$ cat config.mk
export PLATFORM = sky130hd
export DESIGN_NAME = music_streamer
export DESIGN_NICKNAME = d
export VERILOG_FILES = /design/src/rtl/music_streamer.sv
export SDC_FILE = /design/constraint.sdc
export NUM_CORES = 1
export LEC_CHECK = 0
export BUFFER_PORTS_ARGS = -buffer_cell sky130_fd_sc_hd__buf_2
export CORE_MARGIN = 2
export CORE_UTILIZATION = 50
export CTS_BUF_LIST = sky130_fd_sc_hd__clkbuf_8
export DETAILED_ROUTE_END_ITERATION = 8
export GPL_TIMING_DRIVEN = 0
export PLACE_DENSITY = 0.79
export SLEW_MARGIN = 10
export SYNTH_ARGS = -nofsm -noshare
export SYNTH_HDL_FRONTEND = slang
export SYNTH_SLANG_ARGS = --single-unit
$ cat constraint.sdc
create_clock -name clk -period 4.51 [get_ports clk]
set_input_delay 0 -clock clk [delete_from_list [all_inputs] [get_ports clk]]
set_output_delay 0 -clock clk [all_outputs]
set_load 0.02 [all_outputs]
$ cat src/rtl/music_streamer.sv
// Melody sequencer: steps a tone ROM address at an adjustable tempo and feeds
// each registered ROM entry, plus a play/rest enable, to the tone generator.
module music_streamer #(
  parameter int ADDR_WIDTH      = 10,
  parameter int LAST_ADDR       = 1023,
  parameter int CYCLES_PER_NOTE = 3125000,
  parameter int TEMPO_STEP      = 250000,
  parameter int TEMPO_MIN       = 625000,
  parameter int TEMPO_MAX       = 12500000
) (
  input  logic                  clk,
  input  logic                  rst,
  input  logic                  play_pause,
  input  logic                  reverse,
  input  logic                  tempo_up,
  input  logic                  tempo_down,
  output logic [ADDR_WIDTH-1:0] rom_addr,
  input  logic [23:0]           rom_data,
  output logic [23:0]           tone_switch_period,
  output logic                  output_enable,
  output logic                  playing,
  output logic                  reversed
);

  localparam int TW = 26;

  localparam logic [ADDR_WIDTH-1:0] LAST_A   = ADDR_WIDTH'(LAST_ADDR);
  localparam logic [TW-1:0]         T_RESET  = TW'(CYCLES_PER_NOTE);
  localparam logic signed [TW+1:0]  T_STEP   = (TW+2)'(TEMPO_STEP);
  localparam logic signed [TW+1:0]  T_MIN    = (TW+2)'(TEMPO_MIN);
  localparam logic signed [TW+1:0]  T_MAX    = (TW+2)'(TEMPO_MAX);

  typedef enum logic {PAUSED = 1'b0, PLAYING = 1'b1} state_t;

  state_t                r_state;
  logic                  r_rev;
  logic [TW-1:0]         r_tempo;
  logic [TW-1:0]         r_cnt;
  logic [ADDR_WIDTH-1:0] r_addr;
  logic [23:0]           r_tone_p1;
  logic                  r_oe_p1;

  logic                  w_adv;

  // Signed headroom keeps tempo-STEP from wrapping before the clamp.
  function automatic logic [TW-1:0] sat_tempo(input logic [TW-1:0] t,
                                              input logic up, input logic dn);
    logic signed [TW+1:0] w;
    w = signed'({2'b00, t});
    if (up && !dn)      w = w - T_STEP;
    else if (dn && !up) w = w + T_STEP;
    if (w < T_MIN)      w = T_MIN;
    else if (w > T_MAX) w = T_MAX;
    return w[TW-1:0];
  endfunction

  function automatic logic [ADDR_WIDTH-1:0] next_addr(input logic [ADDR_WIDTH-1:0] a,
                                                      input logic rev);
    if (rev) return (a == '0) ? LAST_A : a - ADDR_WIDTH'(1);
    else     return (a == LAST_A) ? '0 : a + ADDR_WIDTH'(1);
  endfunction

  assign w_adv = (r_state == PLAYING) && (r_cnt >= r_tempo - TW'(1));

  always_ff @(posedge clk) begin
    if (rst) begin
      r_state   <= PAUSED;
      r_rev     <= 1'b0;
      r_tempo   <= T_RESET;
      r_cnt     <= '0;
      r_addr    <= '0;
      r_tone_p1 <= '0;
      r_oe_p1   <= 1'b0;
    end else begin
      // p1: ROM word (valid one cycle after r_addr) registered to the generator
      r_tone_p1 <= rom_data;
      r_oe_p1   <= (r_state == PLAYING) && (rom_data != 24'd0);

      if (r_state == PLAYING) begin
        if (w_adv) begin
          r_cnt  <= '0;
          r_addr <= next_addr(r_addr, r_rev);
        end else begin
          r_cnt  <= r_cnt + TW'(1);
        end
      end

      if (play_pause) r_state <= (r_state == PLAYING) ? PAUSED : PLAYING;
      if (reverse)    r_rev   <= ~r_rev;
      r_tempo <= sat_tempo(r_tempo, tempo_up, tempo_down);
    end
  end

  assign rom_addr           = r_addr;
  assign tone_switch_period = r_tone_p1;
  assign output_enable      = r_oe_p1;
  assign playing            = (r_state == PLAYING);
  assign reversed           = r_rev;

endmodule

==> results.py <==
metrics = {
    "sta": {
        "slew_headroom_pct": 44.3,
        "final_hold_viol_count": 0,
        "maxClockFrequency_ghz": 0.229,
        "tightest_slew_ns": 0.829,
        "fin_crit_sh_pct": 96.8,
        "setup_viol": 0,
        "report.final.slew_viol_count": 0,
        "fin_skew_ns": 0.0193,
        "fin_crit_ns": 4.37,
    },
    "worst_setup_path": {
        "worstPathRequired_ns": 4.81,
        "critPathKind": "reg2reg",
        "path_max_fanout": 9,
        "startpoint_type": "flop",
        "crit_start": "r_tempo[5]",
        "end_kind": "flop",
        "r2r-start": "r_tempo[5]",
        "r2r_slack_ns": 0.14,
        "arrival_ns": 4.66,
        "r2r_cells": 20,
        "r2r-end": "rom_addr[6]",
    },
    "global_route": {
        "grt_pass1_vias": 5254,
        "grt_first_pass_wirelength_um": 25100,
        "gr-usage-all-layers_pct": 27.0,
        "antenna_found_initial": 1,
        "gr-total-overflow": 0,
        "grt_start_max_net_pins": 18,
    },
    "synthesis": {
        "yosysSeqAreaShare_pct": 31.3,
        "syn_inst": 658,
        "synthArstFlopShare_pct": 0,
        "synth_area_mm2": 0.00551,
        "synth-seq-cells": 86,
        "yosysWarnings": 0,
        "synth_cell_types": 80,
        "synth_edf_count": 0,
        "synthFlopType": "dfxtp_1",
        "avgSynthCellArea_um2": 8.37,
    },
    "routing": {
        "post_drt_wl_per_cell_um": 17.4,
        "vias_per_cell": 5.97,
        "drt-total-wl_um": 15900,
        "via_count": 5452,
        "ant_nets": 0,
        "drc": 0,
        "dr.pass1.iters": 5,
        "drt_iter0_drc": 467,
    },
    "die": {
        "die_w_um": 109,
        "rows": 38,
        "pin_count": 67,
        "core_area_mm2": 0.0108,
        "die_area_mm2": 0.0119,
        "die_h_um": 109,
        "start_util_pct": 51.0,
    },
    "cts": {
        "cts-htree-levels": 3,
        "cts_root_buffer": "clkbuf_8",
        "cts.sink_count": 86,
        "cts.path.max_buffers": 2,
        "numCtsBuffers": 9,
        "clkLatencyLatePin_ns": 0.40,
        "cts_tree": "yes",
        "clk_pin_slew_ns": 0.10,
    },
    "placed_design": {
        "hpwlAfterDp_um": 10900,
        "gp_congestion": 0.951,
        "io_buffers": 64,
    },
    "worst_hold_path": {
        "hold_path_depth": 3,
        "holdPathEnd": "rom_addr[6]",
        "worstHoldStart": "rst",
        "hp-class": "in2reg",
    },
    "cells_and_area": {
        "nets": 826,
        "fin_util_pct": 62.0,
        "syn_to_final_growth_pct": 21.4,
        "most-common-layout-cells": "dfxtp_1 (83), buf_2 (75), nor2_1 (67), xnor2_1 (39)",
        "drive_above_1_share_pct": 19.3,
        "final_common_cell": "dfxtp_1",
    },
    "run": {
        "cap_violations": 0,
    },
    "power_and_ir_drop": {
        "ir_drop_v": 0.000217,
        "power_density_mw_per_mm2": 260,
        "power.total_mw": 1.74,
        "p_leak_nw": 2.77,
    },
    "outcome": {
        "status": "finished, final reports clean",
    },
}
power breakdown:
part	internal [mW]	switching (mW)	total, mW
Sequential	0.784	0.0184	0.803
Clock	0.268	0.334	0.603
Combinational	0.140	0.196	0.335
worst max-delay path, cell delays in order (launching register included):
cell and delay, ns:
dfxtp_2 0.34, buf_8 0.14, inv_4 0.07, ha_4 0.14
nand2b_4 0.08, nor3_4 0.28, nand2b_4 0.09, or4_4 0.43
or4_4 0.56, xor2_2 0.16, ha_1 0.32, a21o_1 0.16
a21o_1 0.17, a21o_1 0.17, a21oi_1 0.14, o21ai_1 0.09
a22oi_2 0.29, clkbuf_8 0.22, buf_6 0.11, a21oi_1 0.05
mux2_2 0.27
repair_timing:
| item | CTS | global route |
|---|---|---|
| endpoints found under the setup margin | 36 | 36 |
| pin swaps | 1 | 10 |
| hold endpoints to repair | 27 | 0 |
| setup buffers | 2 | 5 |
| hold buffers | 26 | 0 |
| gates resized for setup | 19 | 28 |
metrics by stage:
step	cell area [µm²]	hold slack, ns	cells	worst slack [ns]	TNS [ns]
finish	6690	0.118	913	0.144	0
global route	6690	0.152	912	-0.0252	-0.0461
CTS	6560	0.0739	907	0.0123	0
detailed placement	6010	0.230	863	-0.899	-27.03
global placement	6010	0.221	863	-0.718	-21.65
floorplan	5510	0.128	659	0.217	0
per-layer routing:
layer  global-route usage [%]  vias up  wire [µm]
met3                     5.86       62        882
li1                         -     2590          -
met4                     10.9        0        559
met5                        0        -          0
met2                     47.2      215       7930
met1                     32.0     2585       6500
cell usage after synthesis, drive strengths merged, types with 3 or more instances:
cell type  number  area share (%)
o21ai          21             1.9
clkbuf         20             1.4
ha             30             6.8
and3           10             1.1
xnor2          39             6.2
o31a            4            0.64
nand2          36             2.5
nor2b          33             3.7
xor2           36             5.7
nand4           9             1.0
nor3           21             1.9
o211ai          4            0.64
buf            18             1.9
and4            3            0.48
a31oi          10             1.1
mux2i           3            0.55
a21oi          33             3.0
a211oi          7             1.0
o311ai          3            0.48
o21a            6            0.82
nor3b           3            0.41
inv            16             1.1
o31ai           3            0.41
a32oi           3            0.48
and2            3            0.34
or3            12             1.4
or4            11             1.7
mux2            3            0.61
dfxtp          86              31
nor2           67             4.6
nor4           11             1.6
nand2b          7            0.93
a221oi          3            0.59
a311o           4            0.73
a21o           11             1.5
or2             3            0.34
nand3          25             2.3
how the worst max path moves through the flow:
stage / to / slack [ns] / cells after the start
final: rom_addr[6] / 0.14 / 20
after global routing: rom_addr[1] / -0.03 / 20
after CTS: rom_addr[0] / 0.01 / 17
after detailed placement: r_cnt[17] / -0.90 / 20
after global placement: r_cnt[13] / -0.72 / 20
after floorplan: rom_addr[2] / 0.22 / 17
kinds of logic after synthesis:
kind of cell	synth area share, %
DFF	31.3
adders and majority gates	6.81
other	0.0681
AOI/OAI and AO/OA	18.8
xor gates and xnor gates	11.9
muxes	1.16
buffers and inverters	4.43
and+or+nand+nor	25.6
state kept, by name (all words and copies together) (netlist names):
signal / flops
reversed: 1
playing: 1
output_enable: 1
rom_addr: 10
r_cnt: 26
tone_switch_period: 24
r_tempo: 23
final cells by class:
class                           count  area, µm²
Fill cell                         889       4100
Multi-Input combinational cell    518       3640
Sequential cell                    86       1730
Timing Repair Buffer               97        637
Buffer                             37        229
Tap cell                          140        175
Clock buffer                        9        124
Clock inverter                      7       86.3
Inverter                           17       66.3
Antenna cell                        2       5.00
No activity file was read; power rests on OpenSTA's default activity.
